$ cat config.mk
export PLATFORM = sky130hd
export DESIGN_NAME = mem_bus_arbiter_flat
export DESIGN_NICKNAME = d
export VERILOG_FILES = /design/src/rtl/tinyrv_bus_pkg.sv /design/src/rtl/mem_bus_arbiter_if.sv /design/src/rtl/mem_arb_pick.sv /design/src/rtl/mem_bus_arbiter.sv /design/src/flat_wrapper.sv
export SDC_FILE = /design/constraint.sdc
export NUM_CORES = 1
export LEC_CHECK = 0
export ABC_AREA = 1
export CORE_MARGIN = 8
export CORE_UTILIZATION = 31
export CTS_BUF_LIST = sky130_fd_sc_hd__clkbuf_8
export DETAILED_ROUTE_END_ITERATION = 10
export PLACE_DENSITY = 0.8
export SLEW_MARGIN = 5
export SYNTH_ARGS = -nofsm -noshare
export SYNTH_HDL_FRONTEND = slang
export SYNTH_SLANG_ARGS = --single-unit
$ cat constraint.sdc
create_clock -name clk -period 1.15 [get_ports clk]
set_input_delay 0.23 -clock clk [delete_from_list [all_inputs] [get_ports clk]]
set_output_delay 0.23 -clock clk [all_outputs]
set_load 0.1 [all_outputs]
$ cat src/rtl/tinyrv_bus_pkg.sv
// Shared TinyRISC-V memory-bus definitions: default widths, master indices
// and the arbiter state encoding.
package tinyrv_bus_pkg;

  localparam int AW_DEF = 32;
  localparam int DW_DEF = 32;

  localparam logic MST_IFU = 1'b0;
  localparam logic MST_LSU = 1'b1;

  typedef enum logic {
    ARB_IDLE = 1'b0,
    ARB_WAIT = 1'b1
  } arb_state_e;

endpackage

$ cat src/rtl/mem_bus_arbiter_if.sv
// Bundle of the two master ports (IFU m0, LSU m1) and the single slave port.
// modport master: the arbiter's view; modport slave: the surrounding masters and memory.
interface mem_bus_arbiter_if #(
  parameter int AW = tinyrv_bus_pkg::AW_DEF,
  parameter int DW = tinyrv_bus_pkg::DW_DEF
);
  // Handshake: a requester holds req and its payload stable until it sees gnt
  // high in the same cycle; each accepted request gets exactly one rvalid later.
  logic            m0_req;
  logic [AW-1:0]   m0_addr;
  logic            m0_gnt;
  logic            m0_rvalid;
  logic [DW-1:0]   m0_rdata;

  logic            m1_req;
  logic            m1_we;
  logic [AW-1:0]   m1_addr;
  logic [DW-1:0]   m1_wdata;
  logic [DW/8-1:0] m1_wstrb;
  logic            m1_gnt;
  logic            m1_rvalid;
  logic [DW-1:0]   m1_rdata;

  logic            s_req;
  logic            s_we;
  logic [AW-1:0]   s_addr;
  logic [DW-1:0]   s_wdata;
  logic [DW/8-1:0] s_wstrb;
  logic            s_gnt;
  logic            s_rvalid;
  logic [DW-1:0]   s_rdata;

  modport master (
    input  m0_req, m0_addr,
    output m0_gnt, m0_rvalid, m0_rdata,
    input  m1_req, m1_we, m1_addr, m1_wdata, m1_wstrb,
    output m1_gnt, m1_rvalid, m1_rdata,
    output s_req, s_we, s_addr, s_wdata, s_wstrb,
    input  s_gnt, s_rvalid, s_rdata
  );

  modport slave (
    output m0_req, m0_addr,
    input  m0_gnt, m0_rvalid, m0_rdata,
    output m1_req, m1_we, m1_addr, m1_wdata, m1_wstrb,
    input  m1_gnt, m1_rvalid, m1_rdata,
    input  s_req, s_we, s_addr, s_wdata, s_wstrb,
    output s_gnt, s_rvalid, s_rdata
  );

endinterface

$ cat src/rtl/mem_arb_pick.sv
// Combinational winner select for the memory arbiter. Default: LSU beats IFU.
// With MEM_ARB_RR_EN defined, simultaneous requests go to the master that was not granted last.
module mem_arb_pick
  import tinyrv_bus_pkg::*;
(
  input  logic [1:0] req,
`ifdef MEM_ARB_RR_EN
  input  logic       last,
`endif
  output logic [1:0] gnt
);

  always_comb begin
    gnt = req;
`ifdef MEM_ARB_RR_EN
    if (&req) begin
      gnt = (last == MST_LSU) ? 2'b01 : 2'b10;
    end
`else
    if (req[MST_LSU]) begin
      gnt = 2'b10;
    end
`endif
  end

endmodule

$ cat src/rtl/mem_bus_arbiter.sv
// Two-master, one-outstanding arbiter for the TinyRISC-V memory port.
// Round-robin arbitration is enabled by defining MEM_ARB_RR_EN.
module mem_bus_arbiter
  import tinyrv_bus_pkg::*;
#(
  parameter int AW = AW_DEF,
  parameter int DW = DW_DEF
) (
  input  logic                     clk,
  input  logic                     rst_n,
  mem_bus_arbiter_if.master        bus,
  output arb_state_e               dbg_state
);

  arb_state_e      state, state_nxt;
  logic            owner;
  logic [1:0]      req, pick;
  logic            accept;
  logic            s_req, s_we, m0_gnt, m1_gnt;
  logic [AW-1:0]   s_addr;
  logic [DW-1:0]   s_wdata;
  logic [DW/8-1:0] s_wstrb;
  logic            m0_rvalid_q, m1_rvalid_q;
  logic [DW-1:0]   m0_rdata_q, m1_rdata_q;
`ifdef MEM_ARB_RR_EN
  logic            last;
`endif

  // Requests are masked during reset so every combinational output reads 0.
  assign req = {bus.m1_req, bus.m0_req} & {2{rst_n}};

  mem_arb_pick u_pick (
    .req  (req),
`ifdef MEM_ARB_RR_EN
    .last (last),
`endif
    .gnt  (pick)
  );

  always_ff @(posedge clk or negedge rst_n) begin
    if (!rst_n) state <= ARB_IDLE;
    else        state <= state_nxt;
  end

  always_comb begin
    state_nxt = state;
    accept    = 1'b0;
    s_req     = 1'b0;
    s_we      = 1'b0;
    s_addr    = '0;
    s_wdata   = '0;
    s_wstrb   = '0;
    m0_gnt    = 1'b0;
    m1_gnt    = 1'b0;
    case (state)
      ARB_IDLE: begin
        s_req = |req;
        if (pick[MST_LSU]) begin
          s_we    = bus.m1_we;
          s_addr  = bus.m1_addr;
          s_wdata = bus.m1_wdata;
          s_wstrb = bus.m1_wstrb;
        end else if (pick[MST_IFU]) begin
          s_addr  = bus.m0_addr;
        end
        if (s_req && bus.s_gnt) begin
          accept    = 1'b1;
          m0_gnt    = pick[MST_IFU];
          m1_gnt    = pick[MST_LSU];
          state_nxt = ARB_WAIT;
        end
      end
      ARB_WAIT: begin
        if (bus.s_rvalid) state_nxt = ARB_IDLE;
      end
    endcase
  end

  // Responses only count in WAIT; a stray s_rvalid in IDLE falls through.
  always_ff @(posedge clk or negedge rst_n) begin
    if (!rst_n) begin
      owner       <= MST_IFU;
      m0_rvalid_q <= 1'b0;
      m1_rvalid_q <= 1'b0;
      m0_rdata_q  <= '0;
      m1_rdata_q  <= '0;
`ifdef MEM_ARB_RR_EN
      last        <= MST_IFU;
`endif
    end else begin
      m0_rvalid_q <= 1'b0;
      m1_rvalid_q <= 1'b0;
      if (accept) begin
        owner <= pick[MST_LSU];
`ifdef MEM_ARB_RR_EN
        last  <= pick[MST_LSU];
`endif
      end
      if (state == ARB_WAIT && bus.s_rvalid) begin
        if (owner == MST_LSU) begin
          m1_rvalid_q <= 1'b1;
          m1_rdata_q  <= bus.s_rdata;
        end else begin
          m0_rvalid_q <= 1'b1;
          m0_rdata_q  <= bus.s_rdata;
        end
      end
    end
  end

  assign bus.s_req     = s_req;
  assign bus.s_we      = s_we;
  assign bus.s_addr    = s_addr;
  assign bus.s_wdata   = s_wdata;
  assign bus.s_wstrb   = s_wstrb;
  assign bus.m0_gnt    = m0_gnt;
  assign bus.m1_gnt    = m1_gnt;
  assign bus.m0_rvalid = m0_rvalid_q;
  assign bus.m0_rdata  = m0_rdata_q;
  assign bus.m1_rvalid = m1_rvalid_q;
  assign bus.m1_rdata  = m1_rdata_q;
  assign dbg_state     = state;

endmodule

$ cat src/flat_wrapper.sv
// flat-port wrapper written by rule: the top's interface ports become plain ports
module mem_bus_arbiter_flat import tinyrv_bus_pkg::*;
#(
  parameter int AW = AW_DEF,
  parameter int DW = DW_DEF
)
  (clk, rst_n, dbg_state, bus_m0_req, bus_m0_addr, bus_m0_gnt, bus_m0_rvalid, bus_m0_rdata, bus_m1_req, bus_m1_we, bus_m1_addr, bus_m1_wdata, bus_m1_wstrb, bus_m1_gnt, bus_m1_rvalid, bus_m1_rdata, bus_s_req, bus_s_we, bus_s_addr, bus_s_wdata, bus_s_wstrb, bus_s_gnt, bus_s_rvalid, bus_s_rdata);
  mem_bus_arbiter_if #(.AW(AW), .DW(DW)) bus_i ();
  input  logic clk;
  input  logic rst_n;
  output arb_state_e dbg_state;
  input wire logic [$bits(bus_i.m0_req)-1:0] bus_m0_req;
  input wire logic [$bits(bus_i.m0_addr)-1:0] bus_m0_addr;
  output wire logic [$bits(bus_i.m0_gnt)-1:0] bus_m0_gnt;
  output wire logic [$bits(bus_i.m0_rvalid)-1:0] bus_m0_rvalid;
  output wire logic [$bits(bus_i.m0_rdata)-1:0] bus_m0_rdata;
  input wire logic [$bits(bus_i.m1_req)-1:0] bus_m1_req;
  input wire logic [$bits(bus_i.m1_we)-1:0] bus_m1_we;
  input wire logic [$bits(bus_i.m1_addr)-1:0] bus_m1_addr;
  input wire logic [$bits(bus_i.m1_wdata)-1:0] bus_m1_wdata;
  input wire logic [$bits(bus_i.m1_wstrb)-1:0] bus_m1_wstrb;
  output wire logic [$bits(bus_i.m1_gnt)-1:0] bus_m1_gnt;
  output wire logic [$bits(bus_i.m1_rvalid)-1:0] bus_m1_rvalid;
  output wire logic [$bits(bus_i.m1_rdata)-1:0] bus_m1_rdata;
  output wire logic [$bits(bus_i.s_req)-1:0] bus_s_req;
  output wire logic [$bits(bus_i.s_we)-1:0] bus_s_we;
  output wire logic [$bits(bus_i.s_addr)-1:0] bus_s_addr;
  output wire logic [$bits(bus_i.s_wdata)-1:0] bus_s_wdata;
  output wire logic [$bits(bus_i.s_wstrb)-1:0] bus_s_wstrb;
  input wire logic [$bits(bus_i.s_gnt)-1:0] bus_s_gnt;
  input wire logic [$bits(bus_i.s_rvalid)-1:0] bus_s_rvalid;
  input wire logic [$bits(bus_i.s_rdata)-1:0] bus_s_rdata;
  assign bus_i.m0_req = bus_m0_req;
  assign bus_i.m0_addr = bus_m0_addr;
  assign bus_m0_gnt = bus_i.m0_gnt;
  assign bus_m0_rvalid = bus_i.m0_rvalid;
  assign bus_m0_rdata = bus_i.m0_rdata;
  assign bus_i.m1_req = bus_m1_req;
  assign bus_i.m1_we = bus_m1_we;
  assign bus_i.m1_addr = bus_m1_addr;
  assign bus_i.m1_wdata = bus_m1_wdata;
  assign bus_i.m1_wstrb = bus_m1_wstrb;
  assign bus_m1_gnt = bus_i.m1_gnt;
  assign bus_m1_rvalid = bus_i.m1_rvalid;
  assign bus_m1_rdata = bus_i.m1_rdata;
  assign bus_s_req = bus_i.s_req;
  assign bus_s_we = bus_i.s_we;
  assign bus_s_addr = bus_i.s_addr;
  assign bus_s_wdata = bus_i.s_wdata;
  assign bus_s_wstrb = bus_i.s_wstrb;
  assign bus_i.s_gnt = bus_s_gnt;
  assign bus_i.s_rvalid = bus_s_rvalid;
  assign bus_i.s_rdata = bus_s_rdata;
  mem_bus_arbiter #(.AW(AW), .DW(DW)) u_core (.clk(clk), .rst_n(rst_n), .bus(bus_i), .dbg_state(dbg_state));
endmodule
==> results of run 1 <==
[timing repair]
action / 4_1_cts
setup endpoints to repair: 204
buffers inserted: 66
pin swaps: 7
gates cloned: 16
gates resized for setup: 130
[cell families after synthesis]
logic type / Yosys count
simple gates: 210
buf+inv: 102
flops: 68
compound gates: 66
[through the flow]
stage,worst slack (ns),hold slack [ns],cell area (µm²),utilization
4_1_cts,-0.771,0.197,10500,0.933
3_5_place_dp,-0.805,0.536,8910,0.790
3_3_place_gp,-0.753,0.528,8910,0.790
2_1_floorplan,-0.732,-0.0656,4500,-
[routing by layer]
layer / track usage / GRT overflow
met1: 0.663 / 0
met2: 0.908 / 101
met3: 0.535 / 0
met4: 0.816 / 63
met5: 0.0197 / 0
==> reports/metrics.csv, run 1 <==
stage;metric;value;unit
outcome;outcome;stopped before the end;
outcome;Halt Stage;global routing (5_1_grt);
outcome;Error;[ERROR GRT-0232] Routing congestion too high. Check the congestion heatmap in the GUI.;
die;Top Ports;278;
global_route;largest net degree at the start of global routing;69;
logic_synthesis;synth warn;0;
clock_network;CTS root buf;clkbuf_8;
logic_synthesis;largest family of logic cells by synthesized area;simple AND/OR/NAND/NOR gates;
timing;Worst End Pin Type;primary output;
die;row count;39;
logic_synthesis;top cells by count, synth;nand2_1, inv_1, dfrtp_1;
logic_synthesis;top-count cell post-synth;nand2_1;
logic_synthesis;synthesized net count;585;
logic_synthesis;EDFF count, synth;0;
logic_synthesis;Yosys cell types;18;
die;Initial Util;0.314;
logic_synthesis;ranking of synthesized cells by area;dfrtp_1, nand2_1, o21ai_2, inv_1, nand3_1;
clock_network;H-tree depth;3;
global_route;GR Util All Layers;0.706;
logic_synthesis;Mapped Cells;446;
logic_synthesis;synthesized area;3540;µm²
logic_synthesis;Compound-Gate Fraction of Synth Area;0.141;
clock_network;CTS Buffer Depth;2;
place;gpl congestion;0.829;
clock_network;Post-CTS Hold Buffers;0;
logic_synthesis;Yosys top cell area share;0.480;
die;chip width;123;µm
timing;Worst Endpoint after GRT Repair;bus_s_addr[11];
place;post-DP HPWL;14400;µm
logic_synthesis;Post-Synth Simple-Gate Area;0.241;
global_route;initial antenna violation count;7;
logic_synthesis;Yosys reg bits;68;
place;placed insts;869;
logic_synthesis;Post-synth top flop;dfrtp_1;
logic_synthesis;Synth area leader;dfrtp_1;
clock_network;cts bufs inserted;9;
global_route;gr ovfl total;164;
logic_synthesis;Synth Area in XOR/XNOR;0;
logic_synthesis;sequential fraction of the synthesis area;0.480;
logic_synthesis;asr flop ratio synth;1.00;
die;die span in y;123;µm
logic_synthesis;Mean Syn Cell Area;7.94;µm²
logic_synthesis;mux contribution to synthesized area;0;
clock_network;Clock Sinks;68;
place;input/output buffers;277;
logic_synthesis;Adder-Cell Fraction of Synth Area;0;
==> inputs of run 2 (changes only) <==
--- a/config.mk
+++ b/config.mk
@@ -7,10 +7,9 @@
 export LEC_CHECK = 0
 export ABC_AREA = 1
 export CORE_MARGIN = 8
-export CORE_UTILIZATION = 31
-export CTS_BUF_LIST = sky130_fd_sc_hd__clkbuf_8
+export CORE_UTILIZATION = 20
 export DETAILED_ROUTE_END_ITERATION = 10
-export PLACE_DENSITY = 0.8
+export PLACE_DENSITY_LB_ADDON = 0.15
 export SLEW_MARGIN = 5
 export SYNTH_ARGS = -nofsm -noshare
 export SYNTH_HDL_FRONTEND = slang
==> constraint.sdc (replaced) <==
create_clock -name clk -period 1.5 [get_ports clk]
set_input_delay 0.3 -clock clk [delete_from_list [all_inputs] [get_ports clk]]
set_output_delay 0.3 -clock clk [all_outputs]
set_load 0.1 [all_outputs]
==> reports/metrics.csv, run 2 <==
stage;metric;value;unit
logic_synthesis;Yosys cell types;18;
place;placed insts;946;
finish;Filler Cell Count;1426;
routing;Pre-antenna DRT Iters;4;
global_route;GR Util All Layers;0.151;
logic_synthesis;Yosys reg bits;68;
timing;max_slew headroom;0.403;
die;chip width;149;µm
routing;antenna viol nets, final;0;
clock_network;CTS Buffer Depth;2;
critical_path;CP Data Arrival Time;1.65;ns
die;Initial Util;0.205;
global_route;largest net degree at the start of global routing;69;
critical_path;CP most frequent cell;buf_12;
critical_path;Critical Path RT;1.20;ns
timing;final setup violating endpoints;73;
logic_synthesis;synthesized net count;585;
finish;ANT cells;0;
critical_path;crit path cell chain;nor2_4 -> buf_12 -> buf_8 -> clkbuf_16 -> nand2_4 -> nand2_8 -> buf_12;
place;input/output buffers;277;
finish;Final #Nets;889;
clock_network;H-tree depth;3;
timing;Final Max Tran Viols;0;
logic_synthesis;top cells by count, synth;nand2_1, inv_1, dfrtp_1;
routing;DRC errors left;0;
timing;final worst slack;-0.448;ns
logic_synthesis;Yosys top cell area share;0.480;
logic_synthesis;Mapped Cells;446;
clock_network;Worst-Skew Late Latency;0.32;ns
clock_network;CTS root buf;clkbuf_16;
power_and_ir_drop;P per Cell Area;1800;nW/µm²
critical_path;Setup crit start kind;register;
clock_network;Clock Sinks;68;
logic_synthesis;asr flop ratio synth;1.00;
finish;Area Growth Syn to Fin;182;%
critical_path;Crit. End Element;primary output;
logic_synthesis;EDFF count, synth;0;
logic_synthesis;synthesized area;3540;µm²
routing;overall routed net length;17300;µm
power_and_ir_drop;Max VDD drop;1.30;mV
global_route;vias in the first global route;4597;
global_route;initial antenna violation count;0;
critical_path;slowest stage cell, crit path;dfrtp_4;
die;Top Ports;278;
finish;most frequent cells in the layout;buf_12, clkdlybuf4s50_1, inv_1, nand2_1, dfrtp_1;
logic_synthesis;ranking of synthesized cells by area;dfrtp_1, nand2_1, o21ai_2, inv_1, nand3_1;
logic_synthesis;synth warn;0;
logic_synthesis;Post-synth top flop;dfrtp_1;
place;post-DP HPWL;13400;µm
job;MaxCap Viol Count;0;
timing;Fin. Hold Viols;0;
routing;DR iter-0 viols;85;
critical_path;Setup CP Type;register to primary output;
clock_network;CTS tree;done;
clock_network;clk slew on worst S/H paths;0.06;ns
timing;Final min period;1.95;ns
finish;fin cells;980;
die;core area;17300;µm²
timing;Worst-Margin Slew;0.895;ns
routing;detailed-route wire length per cell;17.6;µm
global_route;gr ovfl total;0;
logic_synthesis;sequential fraction of the synthesis area;0.480;
clock_network;cts bufs inserted;9;
global_route;first-pass GRT wire length;26100;µm
logic_synthesis;Mean Syn Cell Area;7.94;µm²
timing;f_max;513;MHz
outcome;violated checks;setup timing;
place;gpl congestion;0.749;
die;row count;48;
routing;routed vias;4029;
logic_synthesis;Synth area leader;dfrtp_1;
critical_path;slowest stage delay, CP;0.49;ns
critical_path;CP bufs+invs;4;
timing;period utilization;1.30;
outcome;outcome;finished with violations;
critical_path;CP Max Fanout;5;
die;DIE AREA;22200;µm²
worst_hold_path;Min-Delay Path Class;primary input to async pin;
power_and_ir_drop;P_leak;4.46;nW
die;die span in y;149;µm
finish;fraction of layout cells with a size suffix above 1;0.515;
routing;vias per cell;4.11;
timing;RSZ-0062 raised after global routing;true;
logic_synthesis;top-count cell post-synth;nand2_1;
critical_path;delay-heaviest family, CP;buffers and inverters;
power_and_ir_drop;Final Power;18.1;mW
timing;Worst Skew;0.00216;ns
finish;leading cell type in the layout, fill and taps excluded;buf_12;
==> run 2: final timing paths <==
path	start	end	slack (ns)	cells past startpoint
min in group clk	rst_n	u_core.dbg_state$_DFF_PN0_	0.53	6
hold / removal	rst_n	u_core.bus.m1_rdata[25]$_DFFE_PN0P_	0.21	2
max in group asynchronous	rst_n	u_core.dbg_state$_DFF_PN0_	0.64	2
hold reg to reg	u_core.bus.m1_rdata[1]$_DFFE_PN0P_	u_core.bus.m1_rdata[1]$_DFFE_PN0P_	0.54	2
setup / recovery	u_core.dbg_state$_DFF_PN0_	bus_s_addr[3]	-0.45	7
setup reg to reg	u_core.dbg_state$_DFF_PN0_	u_core.bus.m0_rdata[27]$_DFFE_PN0P_	0.04	6
==> run 2: final cells by class <==
class                           count  area [µm²]  share of cell area
Sequential cell                    68        1710               0.170
Multi-Input combinational cell    276        2540               0.254
Timing Repair Buffer              319        4840               0.483
Inverter                           76         294              0.0294
Tap cell                          225         282              0.0281
Clock buffer                       10         239              0.0239
Clock inverter                      6         111              0.0111
==> run 2: kinds of logic (layout without fill, tap and decap cells) <==
family / Yosys count / count (layout) / synth area share
simple gates: 210 / 210 / 0.241
compound gates: 66 / 66 / 0.141
buf+inv: 102 / 411 / 0.138
flops: 68 / 68 / 0.480
==> run 2: where the power goes <==
group          internal (mW)  leakage, nW  total (mW)  switching [mW]
Sequential              2.58        0.853        3.39           0.817
Clock                   1.67        0.169        2.47           0.797
Combinational           4.32         3.44        12.2            7.88
==> run 2: per-stage QoR <==
stage	util	hold slack (ns)	setup WS (ns)	cell area [µm²]	setup TNS (ns)
global route	0.579	0.304	-0.515	10000	-34.69
global placement	0.514	0.507	-0.574	8880	-34.47
finish	0.579	0.214	-0.448	10000	-29.97
CTS	0.568	0.268	-0.502	9820	-31.93
floorplan	-	0.00441	-0.452	4380	-21.41
detailed placement	0.514	0.507	-0.606	8880	-36.97
==> run 2: per-layer routing <==
layer / GRT usage / vias up / wire length [µm]
met5: 0 / - / 0
met4: 0.0353 / 0 / 253
met3: 0.0555 / 16 / 1320
met2: 0.286 / 141 / 9880
met1: 0.152 / 1902 / 5790
li1: - / 1970 / -
==> run 2: repair_timing <==
action / 4_1_cts / 5_1_grt
gates cloned: 5 / 4
setup buffers: 8 / 1
pin swaps: 9 / 6
endpoints found under the setup margin: 72 / 74
gates resized for setup: 107 / 16
hold buffers: 0 / 0
hold endpoints to repair: 0 / 0
Power figures use the tool's default switching activity.
